--- src/rtl/alu_issue_ctrl_if.sv ---
// ---------------------------------------------------------------------------
// alu_issue_ctrl_if
// Instruction issue channel into alu_issue_ctrl (valid/ready handshake).
//   instr_valid : source offers an instruction
//   instr_ready : controller can accept this cycle
//   instr       : 32-bit MIPS R-type word
// Modports:
//   master : instruction source (drives valid/instr)
//   slave  : the controller (drives ready)
// ---------------------------------------------------------------------------
interface alu_issue_ctrl_if;
    logic        instr_valid;
    logic        instr_ready;
    logic [31:0] instr;

    modport master (output instr_valid, output instr, input instr_ready);
    modport slave  (input instr_valid, input instr, output instr_ready);
endinterface

--- src/rtl/alu_issue_ctrl.sv ---
// ---------------------------------------------------------------------------
// alu_issue_ctrl
// Issue/writeback controller in front of a funct-coded 32-bit ALU. Accepts
// R-type instructions, reads operands from an internal 32x32 register file,
// holds them on the ALU for ALU_LAT cycles, then writes the ALU result back.
// Ports:
//   clk, reset (async, active-low)
//   ibus        : instruction handshake (slave side)
//   alu_dataA/B, alu_signal, alu_reset : operands/funct/clear to the ALU
//   alu_dataOut : ALU result
//   wb_valid, wb_addr, wb_data : one-cycle writeback strobe
//   err         : one-cycle pulse after a rejected instruction
//   dbg_*       : debug register write (IDLE only) and combinational read
// ---------------------------------------------------------------------------
module alu_issue_ctrl #(
    parameter int ALU_LAT = 1
) (
    input  logic                   clk,
    input  logic                   reset,
    alu_issue_ctrl_if.slave        ibus,
    output logic [31:0]            alu_dataA,
    output logic [31:0]            alu_dataB,
    output logic [5:0]             alu_signal,
    output logic                   alu_reset,
    input  logic [31:0]            alu_dataOut,
    output logic                   wb_valid,
    output logic [4:0]             wb_addr,
    output logic [31:0]            wb_data,
    output logic                   err,
    input  logic                   dbg_we,
    input  logic [4:0]             dbg_waddr,
    input  logic [31:0]            dbg_wdata,
    input  logic [4:0]             dbg_raddr,
    output logic [31:0]            dbg_rdata
);
    localparam logic [1:0] ST_IDLE = 2'd0;
    localparam logic [1:0] ST_EXEC = 2'd1;
    localparam logic [1:0] ST_WB   = 2'd2;

    localparam logic [3:0] LAT_LAST = 4'(ALU_LAT - 1);

    localparam logic [5:0] F_ADD = 6'd32;
    localparam logic [5:0] F_SUB = 6'd34;
    localparam logic [5:0] F_AND = 6'd36;
    localparam logic [5:0] F_OR  = 6'd37;
    localparam logic [5:0] F_SLT = 6'd42;

    logic [1:0]  state_q, state_d;
    logic [3:0]  cnt_q, cnt_d;
    logic [31:0] data_a_q, data_a_d;
    logic [31:0] data_b_q, data_b_d;
    logic [5:0]  signal_q, signal_d;
    logic [4:0]  wb_addr_q, wb_addr_d;
    logic [31:0] wb_data_q, wb_data_d;
    logic        err_q, err_d;

    logic [31:0] rf_q [32];
    logic [31:0] rf_d [32];
    logic        rf_we;
    logic [4:0]  rf_waddr;
    logic [31:0] rf_wdata;

    logic [5:0]  op;
    logic [4:0]  rs, rt, rd;
    logic [5:0]  funct;
    logic        legal;
    logic        accept;
    logic        unused_shamt;

    assign op           = ibus.instr[31:26];
    assign rs           = ibus.instr[25:21];
    assign rt           = ibus.instr[20:16];
    assign rd           = ibus.instr[15:11];
    assign funct        = ibus.instr[5:0];
    assign unused_shamt = ^ibus.instr[10:6];

    assign legal  = (op == 6'd0) &&
                    (funct == F_ADD || funct == F_SUB || funct == F_AND ||
                     funct == F_OR  || funct == F_SLT);
    // Illegal instructions are "accepted" too: they consume the handshake and
    // block a same-edge debug write, they just never leave IDLE.
    assign accept = (state_q == ST_IDLE) && ibus.instr_valid;

    always_comb begin
        state_d   = state_q;
        cnt_d     = cnt_q;
        data_a_d  = data_a_q;
        data_b_d  = data_b_q;
        signal_d  = signal_q;
        wb_addr_d = wb_addr_q;
        wb_data_d = wb_data_q;
        err_d     = 1'b0;
        rf_we     = 1'b0;
        rf_waddr  = dbg_waddr;
        rf_wdata  = dbg_wdata;

        case (state_q)
            ST_IDLE: begin
                if (accept) begin
                    if (legal) begin
                        data_a_d  = rf_q[rs];
                        data_b_d  = rf_q[rt];
                        signal_d  = funct;
                        wb_addr_d = rd;
                        cnt_d     = 4'd0;
                        state_d   = ST_EXEC;
                    end else begin
                        err_d = 1'b1;
                    end
                end else if (dbg_we) begin
                    rf_we = 1'b1;
                end
            end
            ST_EXEC: begin
                if (cnt_q == LAT_LAST) begin
                    wb_data_d = alu_dataOut;
                    rf_we     = 1'b1;
                    rf_waddr  = wb_addr_q;
                    rf_wdata  = alu_dataOut;
                    state_d   = ST_WB;
                end else begin
                    cnt_d = 4'(cnt_q + 4'd1);
                end
            end
            ST_WB: begin
                state_d = ST_IDLE;
            end
            default: begin
                state_d = ST_IDLE;
            end
        endcase
    end

    // Per-register next value; entry 0 never loads, so it stays at its reset 0.
    generate
        for (genvar gi = 0; gi < 32; gi++) begin : g_rf_next
            if (gi == 0) begin : g_zero
                assign rf_d[gi] = rf_q[gi];
            end else begin : g_reg
                assign rf_d[gi] = (rf_we && rf_waddr == 5'(gi)) ? rf_wdata : rf_q[gi];
            end
        end
    endgenerate

    always_ff @(posedge clk or negedge reset) begin
        if (!reset) begin
            for (int i = 0; i < 32; i++) begin
                rf_q[i] <= '0;
            end
        end else begin
            rf_q <= rf_d;
        end
    end

    always_ff @(posedge clk or negedge reset) begin
        if (!reset) begin
            state_q   <= ST_IDLE;
            cnt_q     <= '0;
            data_a_q  <= '0;
            data_b_q  <= '0;
            signal_q  <= '0;
            wb_addr_q <= '0;
            wb_data_q <= '0;
            err_q     <= 1'b0;
        end else begin
            state_q   <= state_d;
            cnt_q     <= cnt_d;
            data_a_q  <= data_a_d;
            data_b_q  <= data_b_d;
            signal_q  <= signal_d;
            wb_addr_q <= wb_addr_d;
            wb_data_q <= wb_data_d;
            err_q     <= err_d;
        end
    end

    assign ibus.instr_ready = (state_q == ST_IDLE);
    assign alu_dataA        = data_a_q;
    assign alu_dataB        = data_b_q;
    assign alu_signal       = signal_q;
    assign alu_reset        = (state_q != ST_EXEC);
    assign wb_valid         = (state_q == ST_WB);
    assign wb_addr          = wb_addr_q;
    assign wb_data          = wb_data_q;
    assign err              = err_q;
    assign dbg_rdata        = (dbg_raddr == 5'd0) ? 32'd0 : rf_q[dbg_raddr];
endmodule

--- src/flat_wrapper.sv ---
// flat-port wrapper written by rule: the top's interface ports become plain ports
module alu_issue_ctrl_flat 
#(
    parameter int ALU_LAT = 1
)
  (clk, reset, alu_dataA, alu_dataB, alu_signal, alu_reset, alu_dataOut, wb_valid, wb_addr, wb_data, err, dbg_we, dbg_waddr, dbg_wdata, dbg_raddr, dbg_rdata, ibus_instr_valid, ibus_instr, ibus_instr_ready);
  alu_issue_ctrl_if ibus_i ();
  input  logic clk;
  input  logic reset;
  output logic [31:0] alu_dataA;
  output logic [31:0] alu_dataB;
  output logic [5:0] alu_signal;
  output logic alu_reset;
  input  logic [31:0] alu_dataOut;
  output logic wb_valid;
  output logic [4:0] wb_addr;
  output logic [31:0] wb_data;
  output logic err;
  input  logic dbg_we;
  input  logic [4:0] dbg_waddr;
  input  logic [31:0] dbg_wdata;
  input  logic [4:0] dbg_raddr;
  output logic [31:0] dbg_rdata;
  input wire logic [$bits(ibus_i.instr_valid)-1:0] ibus_instr_valid;
  input wire logic [$bits(ibus_i.instr)-1:0] ibus_instr;
  output wire logic [$bits(ibus_i.instr_ready)-1:0] ibus_instr_ready;
  assign ibus_i.instr_valid = ibus_instr_valid;
  assign ibus_i.instr = ibus_instr;
  assign ibus_instr_ready = ibus_i.instr_ready;
  alu_issue_ctrl #(.ALU_LAT(ALU_LAT)) u_core (.clk(clk), .reset(reset), .ibus(ibus_i), .alu_dataA(alu_dataA), .alu_dataB(alu_dataB), .alu_signal(alu_signal), .alu_reset(alu_reset), .alu_dataOut(alu_dataOut), .wb_valid(wb_valid), .wb_addr(wb_addr), .wb_data(wb_data), .err(err), .dbg_we(dbg_we), .dbg_waddr(dbg_waddr), .dbg_wdata(dbg_wdata), .dbg_raddr(dbg_raddr), .dbg_rdata(dbg_rdata));
endmodule
--- config.mk ---
export PLATFORM = sky130hd
export DESIGN_NAME = alu_issue_ctrl_flat
export DESIGN_NICKNAME = d
export VERILOG_FILES = /design/src/rtl/alu_issue_ctrl_if.sv /design/src/rtl/alu_issue_ctrl.sv /design/src/flat_wrapper.sv
export SDC_FILE = /design/constraint.sdc
export NUM_CORES = 2
export LEC_CHECK = 0
export CORE_ASPECT_RATIO = 0.7
export CORE_UTILIZATION = 35
export CTS_CLUSTER_DIAMETER = 100
export DETAILED_ROUTE_END_ITERATION = 10
export PLACE_DENSITY_LB_ADDON = 0.1
export SETUP_SLACK_MARGIN = 0.05
export SYNTH_ARGS = -nofsm -noshare
export SYNTH_HDL_FRONTEND = slang
export SYNTH_SLANG_ARGS = --single-unit
--- constraint.sdc ---
create_clock -name clk -period 5 [get_ports clk]
set_input_delay 1 -clock clk [delete_from_list [all_inputs] [get_ports clk]]
set_output_delay 1 -clock clk [all_outputs]
set_load 0.01 [all_outputs]
==> After elaboration in Yosys (flattened, before gate mapping) <==
Index checks and enable logic that the tools add are counted.
{ "totals": {"reg_bits": 1106, "in_bits": 110, "out_inout_bits": 143, "wordCells": 164} }
{ "op_classes": {"addsub": 1, "n_lt_le_gt_ge": 3, "n_eq_ne": 43, "muxes": 29, "n_bitwise": 3, "n_reduce_logical": 46} }
{ "ops": {"columns": ["operator", "count"], "rows": [
  ["$bmux W32 S5", 3],
  ["$mux W32", 9],
  ["$eq A5 B5 Y1 const B", 16],
  ["$eq A5 B4 Y1 const B", 8],
  ["$logic_and A1 B1 Y1", 33],
  ["$eq A6 B6 Y1 const B", 5],
  ["$eq A5 B3 Y1 const B", 4],
  ["$ge A6 B6 Y1 const B", 3],
  ["$not A5 Y6", 3],
  ["$mux W4", 3],
  ["$eq A5 B2 Y1 const B", 2],
  ["$mux W5", 2],
  ["$ne A2 B1 Y1 const B", 4],
  ["$pmux W4 S2", 1],
  ["$logic_not A6 Y1", 1],
  ["$mux W1", 6],
  ["$mux W2", 3],
  ["$reduce_and A3 Y1", 2],
  ["$eq A5 B1 Y1 const B", 1],
  ["$logic_not A5 Y1", 1],
  ["$add A4 B1 Y4 const B", 1],
  ["$logic_not A4 Y1", 1],
  ["$logic_or A1 B1 Y1", 4],
  ["$pmux W2 S2", 1],
  ["8 further kinds", 8]
]} }

==> Logic depth before layout (Yosys ltp) <==
{ "logic_depth": {"ltp_word": 9, "ltp_mapped": 11, "ltp_nobuf": 8} }

==> Least setup slack after synthesis <==
Ideal clock, no wire load.
{ "synth_timing": {"kind": "input -> output", "start": "in dbg_raddr[0]", "end": "out dbg_rdata[0]", "t_arrival_ps": 3269, "required_time_ps": 4000, "setup_slack_ps": 731, "path_stages": 6, "n_path_buf": 3, "cell_sequence": "clkbuf_1 > clkbuf_1 > buf_1 > mux4_2 > mux4_2 > mux2_2"} }
{ "synth_via": {"elab_chain_len": 5, "elab_cells_between_ends": 6, "cone_classes": "mux: 4; bitwise: 1; reduce/logical: 1"} }
{ "synth_rtl": {"columns": ["element", "line", "text"], "rows": [
  ["start, declared", "flat_wrapper.sv:22", "input logic [4:0] dbg_raddr;"],
  ["$not A5 Y6 (implied by the code)", "alu_issue_ctrl.sv:186", "assign dbg_rdata = (dbg_raddr == 5'd0) ? 32'd0 : rf_q[dbg_raddr];"],
  ["$bmux W32 S5", "alu_issue_ctrl.sv:186", null],
  ["$mux W32 (implied by the code) (2 in a row)", "alu_issue_ctrl.sv:186", null],
  ["$mux W32 *", "alu_issue_ctrl.sv:186", null],
  ["end, declared", "flat_wrapper.sv:23", "output logic [31:0] dbg_rdata;"]
]} }
Every way passes the cells marked *; elsewhere a longest branch is shown, timed or not. The select of a mux whose other input is x is not followed.

==> Final worst setup path <==
{ "layout_timing": {"start": "in dbg_raddr[1]", "end": "out dbg_rdata[20]"} }
Same word-level chain as after synthesis.

==> summary.md <==
| Metric | Value |
|---|---|
| Mapped cell area | `64500 µm²` |
| Gpl congestion | `0.841` |
| Asr flop ratio synth | `1.00` |
| Layout area overhead | `16.5%` |
| Final setup vio count | `0` |
| Static leakage | `31.6 nW` |
| Crit path max-delay cell type | `clkdlybuf4s50_1` |
| Register area share after synthesis | `0.429` |
| Syn_nets | `5296` |
| CTS buffer count | `121` |
| CTS root buffer | `clkbuf_16` |
| Largest net degree at the start of global routing | `129` |
| RSZ-0062 raised after global routing | `no` |
| Top Ports | `253` |
| Worst R2R Setup Slack | `1.14 ns` |
| Filler cells | `17200` |
| DIE WIDTH | `515 µm` |
| CP peak stage delay | `0.53 ns` |
| Total Neg Setup Slack | `0 ns` |
| Chip Height | `361 µm` |
| R2r worst-path depth | `7` |
| Die ar. | `186000 µm²` |
| Dpl cells | `7529` |
| VDD IR max | `0.276 mV` |
| Synth area leaders | `dfrtp_1 43%, mux4_2 23%, mux2_2 10%, nand2_1 3.3%, a21oi_1 2.9%` |
| Netlist cell types | `64` |
| Grt ovf | `0` |
| Syn avg cell area | `12.4 µm²` |
| Placed Area | `70700 µm²` |
| Critical path endpoint category | `primary output` |
| CP arrival | `3.69 ns` |
| First-pass GRT wire length | `387 mm` |
| EDFF count, synth | `0` |
| Final worst-path setup slack | `0.307 ns` |
| DRT Pass-1 Iters | `5` |
| Iter 0 DRT Violations | `5220` |
| Crit path launch type | `input port` |
| Routed wire length | `274 mm` |
| Crit path capture | `dbg_rdata[20]` |
| Antenna violations before repair | `13` |
| Final Max Tran Viols | `0` |
| Layout Cells excl Fill | `7756` |
| Post-Place Worst Slack | `0.312 ns` |
| Cell Rows | `131` |
| CP Cell Sequence | `buf_8 -> buf_4 -> buf_4 -> mux4_2 -> mux4_2 -> mux2_2 -> clkdlybuf4s50_1` |
| RR Startpoint | `u_core.state_q[1]$_DFFE_PN0P_` |
| Post-CTS Setup Inserts | `0` |
| Crit-path max FO | `40` |
| IO buf count | `247` |
| Slew @ Worst Pin | `1.19 ns` |
| Vias in the first global route | `47900` |
| Min-delay worst type | `in -> async` |
| Syn Inst Count | `5184` |
| Fmax | `0.213 GHz` |
| Wire length per cell | `35.3 µm` |
| H-tree Lvls | `3` |
| DRC Markers | `0` |
| Top_reg_cell synth | `dfrtp_1` |
| Synth Register Bits | `1106` |
| Reg2reg end | `u_core.rf_q[338]$_DFFE_PN0P_` |
| Yosys top cell by area | `dfrtp_1` |
| Synth warn | `0` |
| CTS sink count | `1106` |
| CTS tree | `yes` |
| CP startpoint | `dbg_raddr[1]` |
| Fin crit share | `0.939` |
| Hpwl dp | `161 mm` |
| Crit path kind | `in -> out` |
| Nets | `5304` |
| PD cells | `362 nW/µm²` |
| Slew margin rel. | `0.210` |
| Vias/cell | `6.23` |
| Synth top area share | `0.429` |
| Synth top cells by count | `1106 x dfrtp_1, 673 x mux4_2, 584 x mux2_2` |
| Most frequent cell after synthesis | `dfrtp_1` |
| Fin crit period | `4.69 ns` |
| Worst Path Required | `4.00 ns` |
| Starting density of the core | `0.353` |
| Finished Cell Area | `75100 µm²` |
| Share of layout cells above drive strength 1 | `0.328` |
| Max Cap Viol | `0` |
| Via count | `48300` |
| Worst-Skew Late Latency | `0.76 ns` |
| Post_cts resized | `0` |
| Total track usage | `0.294` |
| Final hold violation count | `0` |
| Hold buffer count at cts | `0` |
| Core area | `183000 µm²` |
| Routed Antenna Nets | `0` |
| CTS max path bufs | `3` |
| Skew final | `0.0182 ns` |
| Clock Pin Slew Worst Setup and Hold Paths | `0.06 ns` |
| Status | `complete, no violations` |
-- critical path: cells and delay by family --
| family | cells | cell delay, ns |
|---|---|---|
| buffers and inverters | 4 | 1.52 |
| muxes | 3 | 1.11 |
-- worst min-delay path by stage --
stage,slack [ns],end,cells past startpoint
after floorplan,0.48,u_core.rf_q[575]$_DFFE_PN0P_,2
after global routing,0.23,u_core.wb_data[6]$_DFFE_PN0P_,1
after CTS,0.19,u_core.wb_data[6]$_DFFE_PN0P_,1
final,0.19,u_core.wb_data[6]$_DFFE_PN0P_,1
after detailed placement,0.45,u_core.alu_signal[5]$_DFFE_PN0P_,1
after global placement,0.45,u_core.alu_signal[5]$_DFFE_PN0P_,1
-- sequential cells by signal, indices dropped and copies added (netlist names) --
register,flops
u_core.alu_dataA,32
u_core.alu_dataB,32
u_core.alu_signal,6
u_core.cnt_q,4
u_core.err,1
u_core.rf_q,992
u_core.state_q,2
u_core.wb_addr,5
u_core.wb_data,32
-- layer usage --
| layer | track usage | up-vias | routed length [µm] |
|---|---|---|---|
| met2 | 0.453 | 2238 | 124000 |
| met1 | 0.409 | 25800 | 118000 |
| li1 | - | 19800 | - |
| met4 | 0.114 | 8 | 11900 |
| met5 | 0 | - | 51 |
| met3 | 0.0558 | 479 | 20200 |
-- cell type report --
type | count | area [µm²] | share of cell area
Antenna cell | 2 | 5.00 | 0.0000666
Tap cell | 2460 | 3080 | 0.0410
Clock buffer | 177 | 3640 | 0.0485
Inverter | 9 | 35.0 | 0.000466
Clock inverter | 48 | 808 | 0.0108
Sequential cell | 1106 | 27700 | 0.368
Timing Repair Buffer | 446 | 5000 | 0.0666
Multi-Input combinational cell | 3508 | 34900 | 0.464
-- layout by cell type (no fill, tap or decap), drive strengths merged, types with 33 or more instances in the layout --
master,instances
buf,215
a21oi,369
mux4,673
a22o,33
o211ai,33
a22oi,45
mux2,652
clkbuf,177
o22ai,64
nand2,569
nor2,315
a221oi,55
clkdlybuf4s50,231
dfrtp,1106
and2,35
mux2i,179
o21ai,268
-- per-stage QoR --
step	util	hold WS, ns	total power, mW
finish	0.411	0.186	27.2
global route	0.411	0.228	28.2
CTS	0.411	0.194	27.3
detailed placement	0.387	0.452	17.0
global placement	0.387	0.448	16.9
floorplan	-	0.477	14.9
-- cells by family after synthesis --
kind of cell               count (synthesis)  share of synthesized area
AOI/OAI and AO/OA                       1000                     0.0946
xor gates and xnor gates                   2                   0.000272
buffers and inverters                    570                     0.0362
DFF                                     1106                      0.429
adders and majority gates                  2                   0.000388
and+or+nand+nor                         1000                     0.0628
muxes                                   1504                      0.377
-- power breakdown --
group / switching (mW) / internal, mW / leakage, nW / total, mW
registers: 1.27 / 10.1 / 14.5 / 11.4
logic: 2.50 / 3.02 / 14.9 / 5.52
clock network: 4.09 / 6.15 / 2.19 / 10.2
total: 7.86 / 19.3 / 31.6 / 27.2
Note: power is estimated with default switching activity, not from simulation.
